File: src/rtl/pframe.sv
// pframe: sync-aligned frame parser (LEN, payload, XOR checksum) that
// buffers a whole frame and releases it over a valid/ready stream.
module pframe #(
    parameter int MAX_LEN = 16
) (
    input  logic        i_clk,
    input  logic        i_rst_n,
    input  logic [7:0]  i_data,
    input  logic        i_sync,
    input  logic        i_ready,
    output logic [7:0]  o_data,
    output logic        o_valid,
    output logic        o_last,
    output logic [15:0] o_frame_cnt,
    output logic [15:0] o_err_cnt,
    output logic [15:0] o_drop_cnt
);
    localparam int W  = $clog2(MAX_LEN + 1);
    localparam int AW = MAX_LEN > 1 ? $clog2(MAX_LEN) : 1;

    typedef enum logic [1:0] {IDLE, PAYLOAD, CHECK, DRAIN} state_t;

    state_t       state, state_nx;
    logic [7:0]   mem [MAX_LEN];
    logic [W-1:0] len, wr, rd;
    logic [7:0]   acc;
    logic         len_ok, sum_ok, xfer, start;

    function automatic logic [15:0] sat(input logic [15:0] c, input logic inc);
        return (inc && c != 16'hFFFF) ? c + 16'd1 : c;
    endfunction

    assign len_ok = i_data != 8'd0 && i_data <= 8'(MAX_LEN);
    assign sum_ok = i_data == acc;
    assign xfer   = o_valid && i_ready;
    assign start  = state == IDLE && i_sync && len_ok;

    always_ff @(posedge i_clk or negedge i_rst_n) begin
        if (!i_rst_n)
            state <= IDLE;
        else
            state <= state_nx;
    end

    always_comb begin
        state_nx = state;
        case (state)
            IDLE:    state_nx = start ? PAYLOAD : IDLE;
            PAYLOAD: state_nx = wr == len - 1'b1 ? CHECK : PAYLOAD;
            CHECK:   state_nx = sum_ok ? DRAIN : IDLE;
            DRAIN:   state_nx = xfer && o_last ? IDLE : DRAIN;
            default: state_nx = IDLE;
        endcase
    end

    // Outputs are decoded from state so reset clears them without a clock.
    always_comb begin
        o_valid = state == DRAIN;
        o_data  = o_valid ? mem[rd[AW-1:0]] : 8'd0;
        o_last  = o_valid && rd == len - 1'b1;
    end

    always_ff @(posedge i_clk) begin
        if (state == PAYLOAD)
            mem[wr[AW-1:0]] <= i_data;
    end

    always_ff @(posedge i_clk or negedge i_rst_n) begin
        if (!i_rst_n) begin
            len         <= '0;
            wr          <= '0;
            rd          <= '0;
            acc         <= '0;
            o_frame_cnt <= '0;
            o_err_cnt   <= '0;
            o_drop_cnt  <= '0;
        end else begin
            if (start) begin
                len <= i_data[W-1:0];
                wr  <= '0;
                acc <= '0;
            end
            if (state == PAYLOAD) begin
                wr  <= wr + 1'b1;
                acc <= acc ^ i_data;
            end
            if (state == CHECK && sum_ok)
                rd <= '0;
            else if (xfer && !o_last)
                rd <= rd + 1'b1;
            o_frame_cnt <= sat(o_frame_cnt, state == CHECK && sum_ok);
            o_err_cnt   <= sat(o_err_cnt, (state == IDLE && i_sync && !len_ok) || (state == CHECK && !sum_ok));
            o_drop_cnt  <= sat(o_drop_cnt, state == DRAIN && i_sync);
        end
    end
endmodule
File: config.mk
export PLATFORM = sky130hd
export DESIGN_NAME = pframe
export DESIGN_NICKNAME = d
export VERILOG_FILES = /design/src/rtl/pframe.sv
export SDC_FILE = /design/constraint.sdc
export NUM_CORES = 1
export LEC_CHECK = 0
export BUFFER_PORTS_ARGS = -buffer_cell sky130_fd_sc_hd__buf_2
export CAP_MARGIN = 20
export CORE_MARGIN = 2
export CORE_UTILIZATION = 64
export DETAILED_ROUTE_END_ITERATION = 10
export GPL_TIMING_DRIVEN = 1
export PLACE_DENSITY = 0.87
export SYNTH_ARGS = -nofsm -noshare
export SYNTH_HDL_FRONTEND = slang
export SYNTH_SLANG_ARGS = --single-unit
File: constraint.sdc
create_clock -name i_clk -period 3.8 [get_ports i_clk]
set_input_delay 0 -clock i_clk [delete_from_list [all_inputs] [get_ports i_clk]]
set_output_delay 0 -clock i_clk [all_outputs]
set_load 0.05 [all_outputs]
==> results of run 1 <==
logic make-up after synthesis:
kind of cell	count (synthesis)	synth area share (%)
muxes	49	11.5
adders and majority gates	9	1.29
buffers and inverters	28	1.38
xor gates and xnor gates	68	6.85
DFF	201	65.2
and+or+nand+nor	186	10.8
AOI/OAI and AO/OA	38	2.96
where the power goes:
part,switching [W],total [W],leakage [nW],internal [W]
registers,0.000314,0.00294,2.12,0.00263
clock network,0.000857,0.00219,0.366,0.00133
logic,0.00103,0.00175,1.39,0.000718
total,0.00220,0.00687,3.88,0.00468
per-stage QoR:
step,cells,util (%)
after floorplan,579,-
after global placement,814,69.8
after detailed placement,814,69.8
after CTS,863,76.3
after global routing,863,76.3
final,863,76.3
routing by layer:
layer / track usage (%) / vias up / part of all wire (%) / routed length [um]
li1: - / 2350 / - / -
met1: 39.7 / 2820 / 37 / 7630
met2: 50.3 / 342 / 52 / 10800
met3: 4.48 / 61 / 7.5 / 1550
met4: 10.7 / 0 / 3.4 / 695
met5: 0 / - / 0 / 0
registers in the layout, summed over array words and instances, names as in the netlist:
register	cells
o_drop_cnt	16
wr	5
mem	128
o_frame_cnt	16
len	5
rd	5
o_err_cnt	16
state	2
acc	8
worst max-delay path by stage:
| stage | from | to | slack [ns] |
|---|---|---|---|
| after CTS | rd[0] | o_data[7] | 0.65 |
| after global placement | rd[0] | o_data[7] | 1.30 |
| after detailed placement | rd[0] | o_data[7] | 1.21 |
| after global routing | rd[0] | o_data[7] | 0.54 |
| final | rd[0] | o_data[7] | 0.69 |
| after floorplan | len[0] | rd[3] | 0.99 |
cells in the mapped netlist (2+ instances only):
cell | instances | area [sq um]
edfxtp_1 | 128 | 3840
dfrtp_1 | 73 | 1830
xnor2_1 | 54 | 473
nand2_1 | 52 | 195
mux4_2 | 40 | 901
nor2_1 | 35 | 131
o21ai_0 | 24 | 120
nand4_1 | 22 | 138
nand3_1 | 21 | 105
xor2_1 | 14 | 123
clkbuf_1 | 12 | 45.0
and2_1 | 11 | 68.8
nand2b_1 | 10 | 62.6
nor3_1 | 10 | 50.1
ha_1 | 9 | 113
inv_1 | 9 | 33.8
and3_1 | 8 | 50.1
buf_2 | 6 | 30.0
mux2i_1 | 5 | 50.1
and4_1 | 3 | 26.3
mux2_2 | 3 | 33.8
nor4_1 | 3 | 18.8
or2b_1 | 3 | 22.5
a21oi_1 | 2 | 10.0
a31oi_1 | 2 | 12.5
nor3_2 | 2 | 20.0
placed cells by master (no fill, tap or decap), drive strengths merged, types with 5 or more instances in the layout:
cell	instances
nand2b	10
nand4	22
inv	11
o21ai	25
and2	11
dlygate4sd3	11
and3	8
buf	78
xnor2	54
nor2	35
nand3	21
nor3	12
ha	9
dfrtp	73
mux2i	5
clkbuf	26
edfxtp	128
nand2	52
clkinv	5
xor2	14
mux4	40
final cells by class:
type | count | area [sq um] | share of cell area [%]
clock buffer | 26 | 596 | 5.89
clock inverter | 12 | 155 | 1.54
sequential | 201 | 5670 | 56.1
multi-input combinational | 350 | 2910 | 28.8
timing repair buffer | 89 | 523 | 5.18
tap | 176 | 220 | 2.18
inverter | 9 | 33.8 | 0.334
what timing repair did:
action | CTS | global route
endpoints found under the setup margin | 0 | 0
hold endpoints to repair | 138 | 0
hold buffers | 11 | 0
setup buffers | 0 | 0
==> results.md, run 1 <==
- Status: finished, final reports clean
- Number of cells on the critical path: 5
- Share of cells above drive strength 1: 24.3%
- Power Total: 0.00687 W
- Fill count: 729
- Ys Warns: 0
- Cell count after synthesis: 579
- Worst Path Arrival: 3.11 ns
- Worst skew pair latency: 0.49 ns
- TritonCTS clock tree: built
- Sequential area share after synthesis: 65.2%
- Die area: 14500 sq um
- Worst r2r dst: wr[4]
- Max Fanout on Critical Path: 21
- Vias in the first global route: 5691
- TritonCTS buffer count: 21
- Post-Route WL: 20700 um
- Largest net degree at the start of global routing: 50
- Die Span Y: 121 um
- DRC: 0
- Post-Syn Area: 8700 sq um
- Area Growth Syn to Fin: 16.2%
- Final layout net count: 693
- Resized cells post-CTS: 0
- Worst endpoint required time: 3.80 ns
- Ant diodes: 0
- Pleak: 3.88 nW
- Achievable Freq: 322 MHz
- Max-Cap Viols: 0
- RR Startpoint: state[0]
- CP delay by family, top: multiplexers
- Setup TNS: 0 ns
- Post-Layout Inst Area: 10100 sq um
- Clk_skew: 0.00667 ns
- RSZ-0062 raised after global routing: false
- EDFF count, synth: 128
- Vias per inst: 6.46
- Ports: 70
- Final period util: 81.8%
- Slew Limit Fails: 0
- Critical Path Max Stage Delay: 0.80 ns
- Drt wl/cell: 24.0 um
- Fin Hold WS: 0.0824 ns
- # port buffers: 69
- Slowest-stage cell, CP: dfrtp_2
- Final Wtd Congestion: 0.848
- Die width: 121 um
- Global-route wire length before repair: 32500 um
- CTS clk-pin slew, worst paths: 0.06 ns
- Post-DP Area: 9240 sq um
- Post-route ant nets: 0
- Max IR drop VDD: 389 uV
- Gr ovfl total: 0
- Top cell by count, worst path: mux4_2
- 1st-pass router iterations: 6
- Startpoint types: register
- H-tree depth: 1
- Rel. slew slack: 29.4%
- Unique masters post-synth: 44
- Initial DRC Count: 608
- Initial Util: 65.7%
- Critical path endpoint category: primary output
- Final setup fails: 0
- Initial antenna violation count: 0
- Synth async-reset ratio: 36.3%
- Core ar.: 13200 sq um
- Worst path cell trace: buf_4 > mux4_2 > mux4_2 > and2_1 > buf_2
- FF-to-FF setup slack: 1.16 ns
- Max clock buf depth: 3
- Kind of critical path: reg2out
- Slew @ Worst Pin: 1.05 ns
- All-layer global routing usage: 29.7%
- Worst slack at placement: 1.21 ns
- Main synth FF type: edfxtp_1
- Root Driver: clkbuf_16
- Via count: 5573
- Post-Syn Nets: 600
- Post-DP HPWL: 12100 um
- Final hold violation count: 0
- Power Density: 680 nW/um^2
- FF+latch count, synth: 201
- Worst min path class: in2async
- Tmin final: 3.11 ns
- Standard-cell rows: 42
- Critical path buffer and inverter count: 2
- Avg Cell Area, Syn: 15.0 sq um
- R2r worst-path depth: 5
- Setup ws final: 0.692 ns
- Clk sink count: 201
Power figures use the tool's default switching activity.
==> inputs of run 2 (changes only) <==
CORE_UTILIZATION = 54   (was 64)
PLACE_DENSITY = 0.79   (was 0.87)
clock period = 2.8 ns   (was 3.8 ns; I/O delays follow)
==> run 2 against run 1 <==
Effect of this change: sequential share of layout area decreased by 1.1 points; critical endpoint is now o_data[3]; die area grew 18%; hold slack got worse by 0.031 ns; register-to-register slack lost 0.62 ns; critical path depth unchanged; critical path type unchanged; cell count rose by 7.4%; sequential cell count is the same; power rose by 32%; largest power group unchanged.
==> results.md, run 2 (synthesized netlist as in run 1, its figures left out) <==
- Final hold violation count: 0
- Finished Layout Cells: 927
- Kind of critical path: reg2out
- Share of cells above drive strength 1: 26.4%
- H-tree depth: 1
- Max Fanout on Critical Path: 33
- Standard-cell rows: 46
- Met1 Use GR: 31.2%
- Ant diodes: 0
- Slew @ Worst Pin: 0.828 ns
- Rel. slew slack: 44.8%
- Dpl cells: 880
- Initial DRC Count: 418
- Post-Route WL: 19500 um
- Largest net degree at the start of global routing: 41
- Achievable Freq: 378 MHz
- Max-Cap Viols: 0
- Hold buffer count at CTS: 9
- Initial antenna violation count: 0
- Slowest-stage cell, CP: mux4_2
- Top cell by count, worst path: mux4_2
- Worst path cell trace: buf_12 > mux4_2 > mux4_2 > and2_1 > buf_2
- Final period util: 94.6%
- Post-DP HPWL: 12500 um
- Critical path endpoint category: primary output
- Max clock buf depth: 3
- Core ar.: 15800 sq um
- Max IR drop VDD: 607 uV
- Root Driver: clkbuf_16
- Post-route ant nets: 0
- Slew Limit Fails: 0
- Initial Util: 54.9%
- TritonCTS buffer count: 21
- Tmin final: 2.65 ns
- Worst min path class: in2reg
- Final setup fails: 0
- Worst endpoint required time: 2.80 ns
- Post-Layout Inst Area: 10300 sq um
- Post-DP Area: 9540 sq um
- Worst skew pair latency: 0.50 ns
- CTS clk-pin slew, worst paths: 0.06 ns
- Setup TNS: 0 ns
- Power Density: 882 nW/um^2
- Vias per inst: 5.84
- Via count: 5412
- Vias in the first global route: 5409
- Busiest grt layer: met2
- TritonCTS clock tree: built
- Met2 GRT Util: 40.7%
- Die area: 17100 sq um
- Commonest non-fill, non-tap cell in the layout: edfxtp_1
- DRC: 0
- 1st-pass router iterations: 5
- Critical path buffer and inverter count: 2
- Resized cells post-CTS: 0
- Global-route wire length before repair: 30300 um
- Largest register FFs: 128
- Drt wl/cell: 21.0 um
- Clk_skew: 0.0129 ns
- Met3 Resource Use GR: 3.79%
- Ports: 70
- Die Span Y: 131 um
- CP delay by family, top: multiplexers
- RSZ-0062 raised after global routing: false
- Status: finished, final reports clean
- Power Total: 0.00910 W
- Clk sink count: 201
- Most frequent cells in the layout: 128 x edfxtp_1, 72 x dfrtp_1, 69 x buf_2
- Final layout net count: 717
- Critical Path Max Stage Delay: 0.55 ns
- Final Wtd Congestion: 0.851
- Startpoint types: register
- Fin Hold WS: 0.0517 ns
- All-layer global routing usage: 23.6%
- Pleak: 3.99 nW
- Worst Path Arrival: 2.65 ns
- Die width: 131 um
- Area Growth Syn to Fin: 18.6%
- Postcts setup bufs: 0
- # port buffers: 69
- Gr ovfl total: 0
==> run 2: through the flow <==
step	setup slack, ns	util, %
2_1_floorplan	0.384	-
3_3_place_gp	0.663	60.2
3_5_place_dp	0.591	60.2
4_1_cts	0.0898	65.1
5_1_grt	0.0514	65.1
6_report	0.152	65.1
==> run 2: layer usage <==
metal,part of all wire (%),vias to the layer above
met1,40,2769
met2,52,191
li1,-,2400
met5,0,-
met4,2.7,0
met3,5.7,52
==> run 2: worst register-to-register path: stages, from the launching register on <==
cell and delay [ns]:
dfrtp_1 0.49, and2_1 0.43, nand2_1 0.22, a2111oi_2 0.68, nand3_1 0.17, xnor2_1 0.15
==> run 2: worst paths after layout <==
kind / start / to / slack (ns) / cells past startpoint
setup / recovery: rd[0] / o_data[3] / 0.15 / 5
hold / removal: i_data[6] / mem[6][6] / 0.05 / 2
setup reg to reg: state[0] / o_drop_cnt[9] / 0.54 / 5
hold reg to reg: o_err_cnt[10] / o_err_cnt[10] / 0.49 / 1
max in group asynchronous: i_rst_n / o_drop_cnt[14] / 1.97 / 3
min in group asynchronous: i_rst_n / o_err_cnt[14] / 0.14 / 2
==> run 2: area by class of cell <==
cell class	instances	area [sq um]
clock inverters	5	31.3
inverters	9	33.8
fillers	1067	5520
flip-flops and latches	201	5670
clock buffers	33	653
well taps	216	270
repair buffers	113	736
multi-input cells	350	2910
==> run 2: where the power goes <==
part | internal, W | switching [W]
clock | 0.00161 | 0.00111
sequential | 0.00357 | 0.000360
combinational | 0.00106 | 0.00139
==> inputs of run 3 (changes only) <==
CORE_MARGIN = 4   (was 2)
==> run 3 against run 2 <==
Effect of this change: count of clock-buffer cells in the layout down 10; register-to-register slack better by 0.07 ns; cell area up 0.32%; maximum frequency up 3.0%; setup slack better by 0.077 ns; sequential cell count unchanged; sequential power about the same; core utilization up 0.21 points.
==> results.md, run 3 (synthesized netlist as in run 1, its figures left out) <==
- Status: finished, final reports clean
- Hold buffer count at CTS: 10
- All-layer global routing usage: 22.4%
- Final period util: 91.8%
- Ports: 70
- Drt wl/cell: 21.3 um
- Max IR drop VDD: 539 uV
- Via count: 5366
- Setup ws final: 0.229 ns
- Share of cells above drive strength 1: 26.5%
- Initial Util: 54.9%
- Fill count: 1081
- Worst skew pair latency: 0.49 ns
- Largest register FFs: 128
- Slew Limit Fails: 0
- Root Driver: clkbuf_16
- Largest net degree at the start of global routing: 43
- Worst min path class: in2reg
- Area Growth Syn to Fin: 18.9%
- Standard-cell rows: 46
- Achievable Freq: 389 MHz
- Power Density: 893 nW/um^2
- H-tree depth: 1
- Global-route wire length before repair: 31500 um
- Startpoint types: register
- Setup TNS: 0 ns
- Die Span Y: 135 um
- Post-DP HPWL: 12900 um
- Max-Cap Viols: 0
- Clk sink count: 201
- R2r worst-path depth: 4
- Worst Setup EP: o_data[3]
- Vias in the first global route: 5549
- Final Wtd Congestion: 0.852
- CTS clk-pin slew, worst paths: 0.06 ns
- Worst r2r dst: mem[12][2]
- Rel. slew slack: 50.2%
- Pleak: 4.01 nW
- Gr ovfl total: 0
- Clk_skew: 0.00784 ns
- Max Fanout on Critical Path: 26
- Area occupied by multi-input gates: 2910 sq um
- Critical path endpoint category: primary output
- Resized cells post-CTS: 0
- Max clock buf depth: 3
- Vias per inst: 5.78
- Commonest non-fill, non-tap cell in the layout: edfxtp_1
- Worst Path Arrival: 2.57 ns
- Die width: 135 um
- RSZ-0062 raised after global routing: false
- TritonCTS buffer count: 21
- Ant diodes: 0
- TritonCTS clock tree: built
- Core ar.: 15800 sq um
- # port buffers: 69
- Initial antenna violation count: 0
- Final hold violation count: 0
- Worst slack at placement: 0.644 ns
- Die area: 18200 sq um
- Post-Route WL: 19800 um
- Slew @ Worst Pin: 0.747 ns
- Initial DRC Count: 501
- Final layout net count: 720
- DRC: 0
- 1st-pass router iterations: 5
- Worst endpoint required time: 2.80 ns
- Tmin final: 2.57 ns
- FF-to-FF setup slack: 0.61 ns
- RR Startpoint: state[0]
- Total area of sequential cells: 5670 sq um
- Postcts setup bufs: 0
- Kind of critical path: reg2out
- Crit path from: rd[0]
- Final setup fails: 0
- Post-route ant nets: 0
- Most frequent cells in the layout: 128 x edfxtp_1, 72 x dfrtp_1, 69 x buf_2
-- run 3: final cells by class --
cell class	count	share of cell area, %
Sequential cell	201	54.8
Multi-Input combinational cell	350	28.2
Timing Repair Buffer	116	7.23
Clock buffer	23	5.15
Tap cell	216	2.61
Inverter	9	0.327
Clock inverter	14	1.66
-- run 3: power by group --
part / leakage, nW / internal, W / switching [W] / total [W]
combinational: 1.55 / 0.00105 / 0.00141 / 0.00246
clock: 0.344 / 0.00174 / 0.00113 / 0.00287
sequential: 2.12 / 0.00357 / 0.000340 / 0.00391
-- run 3: how the worst min path moves through the flow --
stage / start / end / cells after the start
after floorplan: i_rst_n / acc[0] / 0
after global placement: i_rst_n / o_err_cnt[8] / 1
after detailed placement: i_rst_n / o_err_cnt[11] / 1
after CTS: i_data[1] / mem[0][1] / 2
after global routing: i_data[1] / mem[4][1] / 2
final: i_data[1] / mem[0][1] / 2
-- run 3: routing by layer --
metal	GRT usage (%)	routed length [um]	vias to the layer above
met5	0	0	-
met4	5.09	389	0
met3	3.58	1470	33
met2	38.2	10100	207
met1	30.9	7840	2718
li1	-	-	2408
-- run 3: worst max-delay path, stage by stage, from the launching register on --
cell     delay (ns)
dfrtp_2        0.38
buf_12         0.23
mux4_2         0.54
mux4_2         0.49
and2_1         0.20
buf_2          0.21
-- run 3: stage by stage --
step           hold slack (ns)  utilization [%]  std cells  instance area (sq um)  power [W]
2_1_floorplan           -0.296                -        579                   8700    0.00564
3_3_place_gp             0.113             60.3        882                   9540    0.00626
3_5_place_dp             0.112             60.3        882                   9540    0.00637
4_1_cts                 0.0338             65.3        929                  10300    0.00928
5_1_grt                 0.0484             65.3        929                  10300    0.00967
6_report                0.0566             65.3        929                  10300    0.00923
